===== config.mk =====
export PLATFORM = sky130hd
export DESIGN_NAME = lut_neuron_bank_flat
export DESIGN_NICKNAME = d
export VERILOG_FILES = /design/src/rtl/lut_neuron_bank_if.sv /design/src/rtl/lut_neuron_bank.sv /design/src/flat_wrapper.sv
export SDC_FILE = /design/constraint.sdc
export NUM_CORES = 1
export LEC_CHECK = 0
export BUFFER_PORTS_ARGS = -buffer_cell sky130_fd_sc_hd__buf_4
export CAP_MARGIN = 20
export CELL_PAD_IN_SITES_DETAIL_PLACEMENT = 1
export CELL_PAD_IN_SITES_GLOBAL_PLACEMENT = 2
export CORE_MARGIN = 1
export CORE_UTILIZATION = 47
export DETAILED_ROUTE_END_ITERATION = 16
export PLACE_DENSITY_LB_ADDON = 0.05
export SYNTH_ARGS = -nofsm -noshare
export SYNTH_HDL_FRONTEND = slang
export SYNTH_SLANG_ARGS = --single-unit

===== constraint.sdc =====
create_clock -name clk -period 2.8 [get_ports clk]
set_input_delay 0.14 -clock clk [delete_from_list [all_inputs] [get_ports clk]]
set_output_delay 0.14 -clock clk [all_outputs]
set_load 0.02 [all_outputs]

===== src/rtl/lut_neuron_bank_if.sv =====
// lut_neuron_bank_if
// Streaming data-path bundle for the LUT neuron bank.
//   in_valid / in_ready / in_data    : input words, one packed address per neuron
//   out_valid / out_ready / out_data : results, one packed activation per neuron
// master : the upstream/downstream side (drives inputs, accepts results)
// slave  : the neuron bank itself
interface lut_neuron_bank_if #(
  parameter int NUM_NEURONS = 4,
  parameter int ADDR_W      = 6,
  parameter int OUT_BITS    = 2
);
  logic                            in_valid;
  logic                            in_ready;
  logic [NUM_NEURONS*ADDR_W-1:0]   in_data;
  logic                            out_valid;
  logic                            out_ready;
  logic [NUM_NEURONS*OUT_BITS-1:0] out_data;

  modport master (
    output in_valid, in_data, out_ready,
    input  in_ready, out_valid, out_data
  );

  modport slave (
    input  in_valid, in_data, out_ready,
    output in_ready, out_valid, out_data
  );
endinterface


===== src/rtl/lut_neuron_bank.sv =====
// lut_neuron_bank
// Runtime-loadable bank of LogicNet LUT neurons. Each neuron owns a truth
// table of 2^ADDR_W entries of OUT_BITS; a two-stage valid/ready pipeline
// looks up every neuron in parallel. Tables are written through the cfg port
// while the bank sits in LOAD; RUN streams inferences; DRAIN empties the
// pipeline before handing control back to LOAD.
// Ports:
//   clk, rst_n      : clock, synchronous active-low reset
//   io (slave)      : in_valid/in_ready/in_data, out_valid/out_ready/out_data
//   cfg_mode        : 1 requests LOAD, 0 requests RUN
//   cfg_we/neuron/addr/data : table write request
//   cfg_ack/cfg_err : one-cycle write accepted / rejected pulses
//   state           : 00 LOAD, 01 RUN, 10 DRAIN
//   loaded          : per-neuron table-complete flags
module lut_neuron_bank #(
  parameter int  FAN_IN      = 3,
  parameter int  IN_BITS     = 2,
  parameter int  OUT_BITS    = 2,
  parameter int  NUM_NEURONS = 4,
  localparam int ADDR_W      = FAN_IN * IN_BITS,
  localparam int NEURON_W    = (NUM_NEURONS > 1) ? $clog2(NUM_NEURONS) : 1
) (
  input  logic                   clk,
  input  logic                   rst_n,
  lut_neuron_bank_if.slave       io,
  input  logic                   cfg_mode,
  input  logic                   cfg_we,
  input  logic [NEURON_W-1:0]    cfg_neuron,
  input  logic [ADDR_W-1:0]      cfg_addr,
  input  logic [OUT_BITS-1:0]    cfg_data,
  output logic                   cfg_ack,
  output logic                   cfg_err,
  output logic [1:0]             state,
  output logic [NUM_NEURONS-1:0] loaded
);

  localparam int DEPTH = 1 << ADDR_W;

  typedef enum logic [1:0] {
    ST_LOAD  = 2'b00,
    ST_RUN   = 2'b01,
    ST_DRAIN = 2'b10
  } state_t;

  state_t state_r, state_nxt;

  logic [OUT_BITS-1:0]             table_mem [NUM_NEURONS][DEPTH];
  logic [NUM_NEURONS-1:0]          loaded_r;
  logic                            cfg_ack_r;
  logic                            cfg_err_r;

  logic                            s1_valid_r;
  logic [NUM_NEURONS*ADDR_W-1:0]   s1_data_r;
  logic                            s2_valid_r;
  logic [NUM_NEURONS*OUT_BITS-1:0] s2_data_r;
  logic [NUM_NEURONS*OUT_BITS-1:0] lookup_s;

  logic stall_s;
  logic in_ready_s;
  logic in_hs_s;
  logic nrn_ok_s;
  logic wr_ok_s;
  logic wr_bad_s;

  // The neuron range check only exists when the select field can encode
  // indices beyond the bank.
  generate
    if ((1 << NEURON_W) == NUM_NEURONS) begin : g_nrn_full
      assign nrn_ok_s = 1'b1;
    end else begin : g_nrn_part
      assign nrn_ok_s = ({1'b0, cfg_neuron} < (NEURON_W + 1)'(NUM_NEURONS));
    end
  endgenerate

  assign stall_s = s2_valid_r & ~io.out_ready;
  assign in_hs_s = io.in_valid & in_ready_s;

  // Next-state and mode-dependent controls: ready, write accept/reject.
  always_comb begin
    state_nxt  = state_r;
    in_ready_s = 1'b0;
    wr_ok_s    = 1'b0;
    wr_bad_s   = 1'b0;
    case (state_r)
      ST_LOAD: begin
        wr_ok_s  = cfg_we & nrn_ok_s;
        wr_bad_s = cfg_we & ~nrn_ok_s;
        // A pending write keeps the bank in LOAD even if RUN is requested.
        if (!cfg_mode && !cfg_we) begin
          state_nxt = ST_RUN;
        end else begin
          state_nxt = ST_LOAD;
        end
      end
      ST_RUN: begin
        wr_bad_s = cfg_we;
        // S1 may take a word while S2 is stalled only if S1 is empty.
        in_ready_s = ~stall_s | ~s1_valid_r;
        if (cfg_mode) begin
          state_nxt = ST_DRAIN;
        end else begin
          state_nxt = ST_RUN;
        end
      end
      ST_DRAIN: begin
        wr_bad_s = cfg_we;
        if (!s1_valid_r && !s2_valid_r) begin
          state_nxt = ST_LOAD;
        end else begin
          state_nxt = ST_DRAIN;
        end
      end
      default: begin
        state_nxt = ST_LOAD;
      end
    endcase
  end

  // Mode register, config handshake pulses and loaded flags.
  always_ff @(posedge clk) begin
    if (!rst_n) begin
      state_r   <= ST_LOAD;
      cfg_ack_r <= 1'b0;
      cfg_err_r <= 1'b0;
      loaded_r  <= {NUM_NEURONS{1'b0}};
    end else begin
      state_r   <= state_nxt;
      cfg_ack_r <= wr_ok_s;
      cfg_err_r <= wr_bad_s;
      // Loaders write ascending, so the last entry marks the table complete;
      // any earlier entry means a reload has started.
      if (wr_ok_s) begin
        loaded_r[cfg_neuron] <= &cfg_addr;
      end
    end
  end

  // Truth-table storage; contents intentionally survive reset.
  always_ff @(posedge clk) begin
    if (rst_n && wr_ok_s) begin
      table_mem[cfg_neuron][cfg_addr] <= cfg_data;
    end
  end

  // Parallel lookup of every neuron from the S1 address word.
  generate
    for (genvar g = 0; g < NUM_NEURONS; g++) begin : g_lookup
      assign lookup_s[g*OUT_BITS +: OUT_BITS] =
        loaded_r[g] ? table_mem[g][s1_data_r[g*ADDR_W +: ADDR_W]]
                    : {OUT_BITS{1'b0}};
    end
  endgenerate

  // S1 address capture; only the valid bit needs reset.
  always_ff @(posedge clk) begin
    if (in_hs_s) begin
      s1_data_r <= io.in_data;
    end
  end

  // Pipeline valids and S2 result register; a stall freezes both stages.
  always_ff @(posedge clk) begin
    if (!rst_n) begin
      s1_valid_r <= 1'b0;
      s2_valid_r <= 1'b0;
      s2_data_r  <= {(NUM_NEURONS*OUT_BITS){1'b0}};
    end else begin
      s1_valid_r <= in_hs_s | (s1_valid_r & stall_s);
      if (!stall_s) begin
        s2_valid_r <= s1_valid_r;
        // out_data keeps its last value across bubbles.
        if (s1_valid_r) begin
          s2_data_r <= lookup_s;
        end
      end
    end
  end

  assign io.in_ready  = in_ready_s;
  assign io.out_valid = s2_valid_r;
  assign io.out_data  = s2_data_r;
  assign cfg_ack      = cfg_ack_r;
  assign cfg_err      = cfg_err_r;
  assign state        = state_r;
  assign loaded       = loaded_r;

endmodule


===== src/flat_wrapper.sv =====
// flat-port wrapper written by rule: the top's interface ports become plain ports
module lut_neuron_bank_flat 
#(
  parameter int  FAN_IN      = 3,
  parameter int  IN_BITS     = 2,
  parameter int  OUT_BITS    = 2,
  parameter int  NUM_NEURONS = 4,
  localparam int ADDR_W      = FAN_IN * IN_BITS,
  localparam int NEURON_W    = (NUM_NEURONS > 1) ? $clog2(NUM_NEURONS) : 1
)
  (clk, rst_n, cfg_mode, cfg_we, cfg_neuron, cfg_addr, cfg_data, cfg_ack, cfg_err, state, loaded, io_in_valid, io_in_data, io_out_ready, io_in_ready, io_out_valid, io_out_data);
  lut_neuron_bank_if #(.NUM_NEURONS(NUM_NEURONS), .ADDR_W((6)), .OUT_BITS(OUT_BITS)) io_i ();
  input  logic clk;
  input  logic rst_n;
  input  logic cfg_mode;
  input  logic cfg_we;
  input  logic [NEURON_W-1:0] cfg_neuron;
  input  logic [ADDR_W-1:0] cfg_addr;
  input  logic [OUT_BITS-1:0] cfg_data;
  output logic cfg_ack;
  output logic cfg_err;
  output logic [1:0] state;
  output logic [NUM_NEURONS-1:0] loaded;
  input wire logic [$bits(io_i.in_valid)-1:0] io_in_valid;
  input wire logic [$bits(io_i.in_data)-1:0] io_in_data;
  input wire logic [$bits(io_i.out_ready)-1:0] io_out_ready;
  output wire logic [$bits(io_i.in_ready)-1:0] io_in_ready;
  output wire logic [$bits(io_i.out_valid)-1:0] io_out_valid;
  output wire logic [$bits(io_i.out_data)-1:0] io_out_data;
  assign io_i.in_valid = io_in_valid;
  assign io_i.in_data = io_in_data;
  assign io_i.out_ready = io_out_ready;
  assign io_in_ready = io_i.in_ready;
  assign io_out_valid = io_i.out_valid;
  assign io_out_data = io_i.out_data;
  lut_neuron_bank #(.FAN_IN(FAN_IN), .IN_BITS(IN_BITS), .OUT_BITS(OUT_BITS), .NUM_NEURONS(NUM_NEURONS)) u_core (.clk(clk), .rst_n(rst_n), .io(io_i), .cfg_mode(cfg_mode), .cfg_we(cfg_we), .cfg_neuron(cfg_neuron), .cfg_addr(cfg_addr), .cfg_data(cfg_data), .cfg_ack(cfg_ack), .cfg_err(cfg_err), .state(state), .loaded(loaded));
endmodule

==> flow_summary.json <==
{
  "grt-ovfl-total": 0,
  "yosysUniqueCellTypes": 60,
  "cp-start-kind": "register",
  "yosysTopAreaCellShare_pct": 70.8,
  "ys_async_sr_fraction_pct": 0,
  "final.setup_skew_ps": 12.6,
  "finalHoldViolCount": 0,
  "fill_cells": 4320,
  "worstPathArrival_ps": 2980,
  "status": "finished, final reports clean",
  "netSwitchingFraction_pct": 20.4,
  "power_density_mw_per_mm2": 665,
  "power_frac_clock_pct": 44.6,
  "io_pins": 58,
  "drive_gt1_share_pct": 20.4,
  "p_int_mw": 14.0,
  "antenna_found_initial": 2,
  "max-cap-violations": 0,
  "setup_viol": 0,
  "path_clk_slew_ps": 60,
  "synth_area_leaders": "edfxtp_1 (71%), mux4_2 (9.5%), nor2_1 (4.5%), mux4_1 (2.9%), mux2i_1 (2.1%)",
  "period_needed_ps": 2680,
  "area_growth_pct": 15.9,
  "grt_max_degree": 111,
  "cts_resized": 0,
  "synth_seq_cells": 554,
  "dp.cells": 1990,
  "rsz0062_at_grt": "yes",
  "numCtsBuffers": 58,
  "cts.sinks": 554,
  "finalCritPeriodShare_pct": 95.7,
  "synth_edf_count": 536,
  "cp_max_fo": 8,
  "fmax_mhz": 373,
  "p_leak_nw": 8.59,
  "grt_usage_pct": 27.4,
  "synthCells": 1341,
  "wire_per_inst_um": 31.0,
  "tightest_slew_ps": 928,
  "vias": 12800,
  "avgSynthCellArea_um2": 17.0,
  "critPathRequiredTime_ps": 3100,
  "die_x_um": 222,
  "coreArea_mm2": 0.0477,
  "drt-initial-drc-count": 1139,
  "place_congestion": 0.844,
  "die_y_um": 222,
  "comb_power_share_pct": 3.3,
  "setup_tns_ps": 0,
  "vias_per_cell": 5.98,
  "ys.flop_type": "edfxtp_1",
  "ir_drop_mv": 0.563,
  "grt_pass1_wl_mm": 94.3,
  "power.net_switching_mw": 3.57,
  "drc": 0,
  "critPathKind": "reg -> reg",
  "ant_nets": 0,
  "clk_path_buf_depth": 3,
  "synth_nets": 1385,
  "firstDrtPassIters": 5,
  "yosysTopAreaCell": "edfxtp_1",
  "clk_latency_ps": 610,
  "finalNonFillerCells": 2132,
  "grt_pass1_vias": 13300,
  "htreeDepth": 2,
  "fp.dieArea_mm2": 0.0493,
  "fin_nets": 1514,
  "portBuffers": 57,
  "cts_tree": "yes",
  "start_util_pct": 47.6,
  "diodes": 0,
  "yosysSeqAreaShare_pct": 72.3,
  "clockRootBuffer": "clkbuf_16",
  "min_path_type": "in -> reg",
  "slew_viol_final": 0,
  "max-slew-margin-rel_pct": 37.9,
  "num_rows": 80,
  "p_total_mw": 17.5,
  "finalWirelength_mm": 66.0,
  "yosys_warnings": 0,
  "dpl.hpwl_mm": 42.3,
  "critPathCaptureType": "register",
  "seqPwrFrac_pct": 52.1,
  "syn-cell-area_mm2": 0.0227
}
## per-stage QoR
| stage | area, um^2 | hold WS (ps) | setup WS [ps] | util, % |
|---|---|---|---|---|
| final | 26400 | 155 | 122 | 55.2 |
| after global routing | 26400 | 168 | -17.9 | 55.2 |
| after CTS | 26400 | 137 | 181 | 55.2 |
| after detailed placement | 24100 | 320 | 200 | 50.4 |
| after global placement | 24100 | 318 | 339 | 50.4 |
| after floorplan | 22700 | 219 | 417 | - |
## metal layers
layer | up-vias | wire length, um | global-route usage, %
met5 | - | 12 | 0
met4 | 2 | 2040 | 9.16
met3 | 107 | 4570 | 5.94
met2 | 446 | 31000 | 43.3
met1 | 6701 | 28400 | 37.9
li1 | 5500 | - | -
## flip-flops by register name (all words and copies together), names as in the netlist
| register | count |
|---|---|
| u_core.table_mem | 512 |
| u_core.s1_data_r | 24 |
| u_core.io.out_data | 8 |
| u_core.loaded | 4 |
| u_core.state | 2 |
| u_core.cfg_ack | 1 |
| u_core.cfg_err | 1 |
| u_core.io.out_valid | 1 |
| u_core.s1_valid_r | 1 |
## path summary, 6_finish.rpt
kind | to | cells past startpoint | start | slack [ps]
setup / recovery | u_core.table_mem[1][1]$_DFFE_PP_ | 7 | u_core.state[0]$_SDFF_PN0_ | 120
hold reg to reg | u_core.io.out_data[0]$_SDFFE_PN0P_ | 2 | u_core.io.out_data[0]$_SDFFE_PN0P_ | 520
setup reg to reg | u_core.table_mem[1][1]$_DFFE_PP_ | 7 | u_core.state[0]$_SDFF_PN0_ | 120
hold / removal | u_core.s1_data_r[11]$_DFFE_PP_ | 3 | io_in_valid | 160
## worst max-delay path, cell delays in order, from the launching register on
cell     delay, ps
dfxtp_1        340
inv_1          100
ha_1           200
and3_1         330
nand2_1        170
nor2_1         400
nand2_1        480
nor2_1         340
## cell usage in the layout (no fill, tap or decap), drive strengths merged, types with 3 or more instances in the layout
| cell | netlist | final |
|---|---|---|
| a31oi | 6 | 6 |
| o32ai | 3 | 3 |
| o22ai | 3 | 3 |
| o21a | 3 | 3 |
| buf | 49 | 111 |
| a211oi | 6 | 6 |
| o211ai | 4 | 4 |
| ha | 4 | 4 |
| mux2i | 48 | 48 |
| and3 | 5 | 5 |
| nor3 | 12 | 12 |
| o2111ai | 3 | 3 |
| a21oi | 7 | 7 |
| nor2 | 273 | 273 |
| or3 | 5 | 5 |
| clkbuf | 28 | 71 |
| clkinv | 1 | 28 |
| inv | 10 | 10 |
| mux4 | 121 | 121 |
| edfxtp | 536 | 536 |
| nand3 | 14 | 14 |
| mux2 | 8 | 8 |
| nor2b | 12 | 12 |
| nand4 | 6 | 6 |
| o221ai | 3 | 3 |
| o21ai | 9 | 9 |
| bufinv | 0 | 7 |
| nor3b | 4 | 4 |
| dfxtp | 18 | 18 |
| nand2 | 95 | 95 |
| nand2b | 9 | 9 |
| a22oi | 5 | 5 |
| dlygate4sd3 | 0 | 35 |
## power by group through the flow
stage | clock network (mW) | logic, mW | registers [mW]
finish | 7.83 | 0.577 | 9.13
global route | 8.23 | 0.618 | 9.13
CTS | 7.97 | 0.582 | 9.13
detailed placement | 0 | 0.542 | 9.31
global placement | 0 | 0.540 | 9.31
floorplan | 0 | 0.239 | 9.30
## synth_stat cells (all sizes together), types with 3 or more instances
| cell | n |
|---|---|
| o211ai | 4 |
| buf | 49 |
| clkbuf | 28 |
| mux2 | 8 |
| nor3b | 4 |
| o22ai | 3 |
| mux2i | 48 |
| nand4 | 6 |
| a31oi | 6 |
| ha | 4 |
| nor2 | 273 |
| o2111ai | 3 |
| o221ai | 3 |
| a211oi | 6 |
| edfxtp | 536 |
| nand2 | 95 |
| or3 | 5 |
| o21a | 3 |
| o21ai | 9 |
| nor3 | 12 |
| mux4 | 121 |
| a21oi | 7 |
| and3 | 5 |
| nand3 | 14 |
| a22oi | 5 |
| o32ai | 3 |
| nor2b | 12 |
| inv | 10 |
| dfxtp | 18 |
| nand2b | 9 |
## what timing repair did
item / CTS / global route
hold endpoints to repair: 116 / 0
hold buffers: 35 / 0
setup endpoints to repair: 0 / 12
buffers inserted: 0 / 0
## kinds of logic after synthesis
family                   count (synthesis)  synth area share, %
AND/OR/NAND/NOR                        444                 8.10
adder cells (fa/ha/maj)                  4                0.220
AO/OA/AOI/OAI                           74                 2.41
multiplexers                           177                 14.9
flip-flops                             554                 72.3
buffers and inverters                   88                 2.03
## final cells by class
cell class / count / area [um^2] / share of cell area, %
repair buffers: 146 / 1320 / 4.99
multi-input cells: 699 / 5840 / 22.1
clock inverters: 36 / 352 / 1.33
flip-flops and latches: 554 / 16500 / 62.4
inverters: 11 / 41.3 / 0.157
well taps: 615 / 769 / 2.92
clock buffers: 71 / 1590 / 6.05
No activity file was read; power rests on OpenSTA's default activity.
